$ cat config.mk
export PLATFORM = sky130hd
export DESIGN_NAME = pool2x2_stream_ctrl
export DESIGN_NICKNAME = d
export VERILOG_FILES = /design/src/rtl/pool2x2_stream_ctrl.sv
export SDC_FILE = /design/constraint.sdc
export NUM_CORES = 1
export LEC_CHECK = 0
export BUFFER_PORTS_ARGS = -buffer_cell sky130_fd_sc_hd__buf_2
export CAP_MARGIN = 10
export CELL_PAD_IN_SITES_DETAIL_PLACEMENT = 0
export CELL_PAD_IN_SITES_GLOBAL_PLACEMENT = 1
export CORE_MARGIN = 2
export CORE_UTILIZATION = 44
export DETAILED_ROUTE_END_ITERATION = 12
export PLACE_DENSITY = 0.84
export REMOVE_ABC_BUFFERS = 1
export SYNTH_ARGS = -nofsm -noshare
export SYNTH_HDL_FRONTEND = slang
export SYNTH_SLANG_ARGS = --single-unit
$ cat constraint.sdc
create_clock -name clk -period 3 [get_ports clk]
set_input_delay 0.75 -clock clk [delete_from_list [all_inputs] [get_ports clk]]
set_output_delay 0.75 -clock clk [all_outputs]
set_load 0.02 [all_outputs]
$ cat src/rtl/pool2x2_stream_ctrl.sv
// Frame sequencer for the 2x2 pooling line buffer: latches the per-layer config,
// registers the pixel stream into the line buffer and flags cycles carrying a valid window.
module pool2x2_stream_ctrl #(
    parameter int DW    = 8,
    parameter int DIM_W = 9
) (
    input  logic             clk,
    input  logic             rst,
    input  logic             cfg_start,
    input  logic [DIM_W-1:0] cfg_width,
    input  logic [DIM_W-1:0] cfg_height,
    input  logic [2:0]       cfg_sel,
    input  logic             cfg_stride2,
    input  logic             s_valid,
    input  logic [DW-1:0]    s_data,
    output logic             s_ready,
    output logic [DW-1:0]    lb_data,
    output logic [2:0]       lb_sel,
    output logic             win_valid,
    output logic             win_last,
    output logic             busy,
    output logic             err_cfg,
    output logic             err_gap
);

    // Handshake: a pixel moves when s_valid & s_ready are both high on a rising edge;
    // s_ready is asserted for exactly the RUN state and never depends on s_valid.
    typedef enum logic {IDLE, RUN} state_t;

    state_t           state_q, state_d;
    logic [DIM_W-1:0] width_q, width_d;
    logic [DIM_W-1:0] height_q, height_d;
    logic [DIM_W-1:0] col_q, col_d;
    logic [DIM_W-1:0] row_q, row_d;
    logic [2:0]       sel_q, sel_d;
    logic             stride2_q, stride2_d;
    logic [DW-1:0]    lb_data_q, lb_data_d;
    logic             v1_q, v1_d, v2_q, v2_d;
    logic             l1_q, l1_d, l2_q, l2_d;
    logic             err_cfg_q, err_cfg_d;
    logic             err_gap_q, err_gap_d;

    logic run, hs, legal, col_end, row_end, qualify;

    always_comb begin
        run     = (state_q == RUN);
        hs      = run & s_valid;
        legal   = (cfg_width >= DIM_W'(2)) && (cfg_height >= DIM_W'(2)) &&
                  (!cfg_stride2 || (!cfg_width[0] && !cfg_height[0]));
        col_end = (col_q == width_q - DIM_W'(1));
        row_end = (row_q == height_q - DIM_W'(1));
        qualify = stride2_q ? (row_q[0] & col_q[0])
                            : ((row_q != '0) && (col_q != '0));
    end

    // busy covers the two-cycle drain of the flag pipeline after the last pixel
    assign busy      = run | l1_q | l2_q;
    assign s_ready   = run;
    assign lb_data   = lb_data_q;
    assign lb_sel    = sel_q;
    assign win_valid = v2_q;
    assign win_last  = l2_q;
    assign err_cfg   = err_cfg_q;
    assign err_gap   = err_gap_q;

    always_comb begin
        state_d   = state_q;
        width_d   = width_q;
        height_d  = height_q;
        col_d     = col_q;
        row_d     = row_q;
        sel_d     = sel_q;
        stride2_d = stride2_q;
        err_cfg_d = err_cfg_q;
        err_gap_d = err_gap_q;
        lb_data_d = hs ? s_data : '0;
        v1_d      = hs & qualify;
        l1_d      = hs & qualify & col_end & row_end;
        v2_d      = v1_q;
        l2_d      = l1_q;
        case (state_q)
            IDLE: begin
                if (cfg_start && !busy) begin
                    if (legal) begin
                        state_d   = RUN;
                        width_d   = cfg_width;
                        height_d  = cfg_height;
                        sel_d     = cfg_sel;
                        stride2_d = cfg_stride2;
                        col_d     = '0;
                        row_d     = '0;
                        err_cfg_d = 1'b0;
                        err_gap_d = 1'b0;
                    end else begin
                        err_cfg_d = 1'b1;
                    end
                end
            end
            RUN: begin
                if (!s_valid) begin
                    err_gap_d = 1'b1;
                end else if (col_end) begin
                    col_d = '0;
                    if (row_end) begin
                        row_d   = '0;
                        state_d = IDLE;
                    end else begin
                        row_d = row_q + DIM_W'(1);
                    end
                end else begin
                    col_d = col_q + DIM_W'(1);
                end
            end
            default: state_d = IDLE;
        endcase
    end

    always_ff @(posedge clk or posedge rst) begin
        if (rst) begin
            state_q   <= IDLE;
            width_q   <= '0;
            height_q  <= '0;
            col_q     <= '0;
            row_q     <= '0;
            sel_q     <= '0;
            stride2_q <= 1'b0;
            lb_data_q <= '0;
            v1_q      <= 1'b0;
            v2_q      <= 1'b0;
            l1_q      <= 1'b0;
            l2_q      <= 1'b0;
            err_cfg_q <= 1'b0;
            err_gap_q <= 1'b0;
        end else begin
            state_q   <= state_d;
            width_q   <= width_d;
            height_q  <= height_d;
            col_q     <= col_d;
            row_q     <= row_d;
            sel_q     <= sel_d;
            stride2_q <= stride2_d;
            lb_data_q <= lb_data_d;
            v1_q      <= v1_d;
            v2_q      <= v2_d;
            l1_q      <= l1_d;
            l2_q      <= l2_d;
            err_cfg_q <= err_cfg_d;
            err_gap_q <= err_gap_d;
        end
    end

endmodule

==> metrics <==
max capacitance violation total 0; Top-Level Pins 51; initial antenna violation count 0; Pwr Density 845.3 nW/um^2; final worst slack 0.2912 ns; drt via density 5.362; clock slew at reported path FFs 0.10 ns; CTS root buf clkbuf_8; post-synth cell types 55; Final min period 2.709 ns; Hold Vio Cnt, Final 0; synth-to-layout area growth 13.96%; Slew Limit Fails 0; switching share of power 40.60%; Highest Clock Rate 369.2 MHz; period utilization 90.29%; TritonCTS clock tree yes; HP Start v1_q$_DFF_PP0_; maximum root-to-sink buffer count 2; Post-synth EDFFs 0; Core Rows 30; status finished clean; gpl congestion 0.8338; cell-internal power 1.775 mW; Skew-Pair Late Insertion Delay 0.31 ns; crit end category flip-flop; grt peak-use layer met2; Synth Register Bits 55; fin util 52.03%; Gate power share 41.2%; met1 usage 24.63%; Synth Flop Type dfrtp_1; M3 GR Usage 2.828%; Post-Place Worst Slack 0.2862 ns; most frequent cells in the layout 55 x dfrtp_1, 50 x buf_2, 22 x mux2_2, 21 x nand2_1, 21 x inv_1; sequential fraction of the synthesis area 44.37%; antenna cell count 0; largest net degree at the start of global routing 56; clock skew 0.005628 ns; worst endpoint data arrival time 2.92 ns; die width 87.96 um; Die Ht 87.96 um; Sequential Power Share 44.9%; Hold Slack 0.3946 ns; FFs w/ async S/R, synth 100.0%; final instance area 3535 um^2; Initial Utilization 45.65%; Global Route Usage Sum 17.91%; First-pass DRT Iterations 4; post-synthesis instance total 313; Post-DP HPWL 4860 um; switching pwr 1.213 mW; cts bufs inserted 5; clock sink count 55; port buffer count 50; Slew @ Worst Pin 0.6807 ns; Mapped Area 3102 um^2; Sum Neg Setup Slack 0 ns; syn avg cell area 9.910 um^2; hold path depth 0; Hold Path End win_valid$_DFF_PP0_; Critical Path Fanout Max 10; hold crit path type flip-flop to flip-flop; Die ar. 7737 um^2; Syn. warnings 0; relative slew slack 54.62%; RSZ-0062 raised after global routing no; CP startpoint kind flip-flop; post-route insts no fill 458; Peak VDD IR 0.4152 mV; FF-to-FF End l1_q$_DFF_PP0_; critical path, cell by cell inv_1 > ha_1 > or4b_2 > a2111oi_1 > o2111a_2 > nand4_1 > a211oi_1; Placed Cells 450; endpoints failing setup 0; layout cell share with drive strength beyond 1 26.52%; data required time of the worst path 3.21 ns; Pleak 1.579 nW; DP Area 3448 um^2; Post-DRT Antenna Nets 0; htree depth 2; most common cell after layout, fill and taps aside dfrtp_1; core footprint 6794 um^2; Post-Route WL 6612 um; Final Power 2.988 mW; Hold-fix buffers, CTS 0; clock power share 13.9%; grt met2 use 29.82%; type of the worst setup path flip-flop to flip-flop; wire length per cell 14.44 um; DR DRC count 0; first-pass GRT wire length 10950 um; number of global-route vias before repair 2369; Critical-path top delay cell or4b_2; Reg2Reg Depth 7; worst reg2reg setup slack 0.29 ns; via count 2456; initial drt markers 108; Layout Nets 401; buffer count from post-CTS setup fixing 0; gr ovfl total 0; R2R Path Start height_q[0]$_DFFE_PP0P_; crit-path max cell delay 0.60 ns
==> critical path, delay by kind of cell, from the launching register on <==
family                   cells  cell delay [ns]
AO/OA/AOI/OAI                3             1.00
buffers and inverters        1             0.10
AND/OR/NAND/NOR              2             0.74
flip-flops                   1             0.50
adder cells (fa/ha/maj)      1             0.27
==> metal layers <==
metal | vias to the layer above | part of all wire (%)
met1 | 1194 | 46
met4 | 0 | 0.95
li1 | 1218 | -
met5 | - | 0
met2 | 37 | 50
met3 | 7 | 3.3
==> cell usage after synthesis (2+ instances only) <==
master / n / share of area [%]
dfrtp_1: 55 / 44
inv_1: 22 / 2.7
mux2_2: 22 / 8.0
nand2_1: 21 / 2.5
o21ai_0: 19 / 3.1
nand3_1: 18 / 2.9
xnor2_1: 14 / 4.0
and3_1: 12 / 2.4
a21oi_1: 11 / 1.8
clkbuf_1: 11 / 1.3
nor2_1: 11 / 1.3
nor4_1: 8 / 1.6
xor2_1: 8 / 2.3
ha_1: 6 / 2.4
nand4_1: 6 / 1.2
nor3_1: 6 / 0.97
buf_2: 4 / 0.65
a31oi_1: 3 / 0.61
nand2b_1: 3 / 0.61
nor4b_1: 3 / 0.85
o211ai_1: 3 / 0.73
or3_1: 3 / 0.61
or4b_1: 3 / 0.97
a211o_1: 2 / 0.56
a211oi_1: 2 / 0.48
a22o_1: 2 / 0.56
and2_1: 2 / 0.40
buf_6: 2 / 0.73
mux2i_1: 2 / 0.65
nor2b_1: 2 / 0.40
o21ai_1: 2 / 0.32
o311ai_0: 2 / 0.56
==> power by group through the flow <==
| stage | clock, mW | combinational [mW] | sequential [mW] |
|---|---|---|---|
| finish | 0.416 | 1.23 | 1.34 |
| global route | 0.462 | 1.38 | 1.40 |
| CTS | 0.431 | 1.24 | 1.34 |
| detailed placement | 0 | 1.23 | 1.36 |
| global placement | 0 | 1.21 | 1.35 |
| floorplan | 0 | 0.902 | 1.32 |
==> how the worst max path moves through the flow <==
stage	from	to	slack, ns	cells after the start
after global placement	height_q[0]$_DFFE_PP0P_	l1_q$_DFF_PP0_	0.37	7
after CTS	height_q[0]$_DFFE_PP0P_	l1_q$_DFF_PP0_	0.27	7
final	height_q[0]$_DFFE_PP0P_	l1_q$_DFF_PP0_	0.29	7
after floorplan	s_ready$_DFF_PP0_	row_q[4]$_DFFE_PP0P_	-0.12	7
after global routing	width_q[0]$_DFFE_PP0P_	row_q[6]$_DFFE_PP0P_	0.04	10
after detailed placement	height_q[0]$_DFFE_PP0P_	l1_q$_DFF_PP0_	0.29	7
==> layout make-up <==
type,count,area (um^2)
clock inverter,2,12.51
timing repair buffer,58,310.3
clock buffer,6,72.57
fill,644,3259
inverter,22,82.58
sequential,55,1376
multi-input combinational,219,1560
tap,96,120.1
==> what timing repair did <==
item | in CTS | in global routing
hold endpoints to repair | 0 | 0
gates resized for setup | 0 | 1
setup endpoints to repair | 0 | 2
==> logic make-up (layout without fill, tap and decap cells) <==
logic type      count (synthesis)  after routing  synth area share [%]
compound gates                 58             58                 12.47
fa+ha+maj                       7              7                 2.743
buf+inv                        39             88                 5.365
mux                            24             24                 8.633
simple gates                  107            107                 19.48
xor+xnor                       23             23                 6.938
flops                          55             55                 44.37
==> state kept, by name, indices dropped and copies added, names as in the netlist <==
signal     cells
err_gap        1
stride2_q      1
height_q       9
lb_sel         3
l1_q           1
err_cfg        1
s_ready        1
v1_q           1
col_q          9
win_last       1
lb_data        8
row_q          9
width_q        9
win_valid      1
Power figures use the tool's default switching activity.
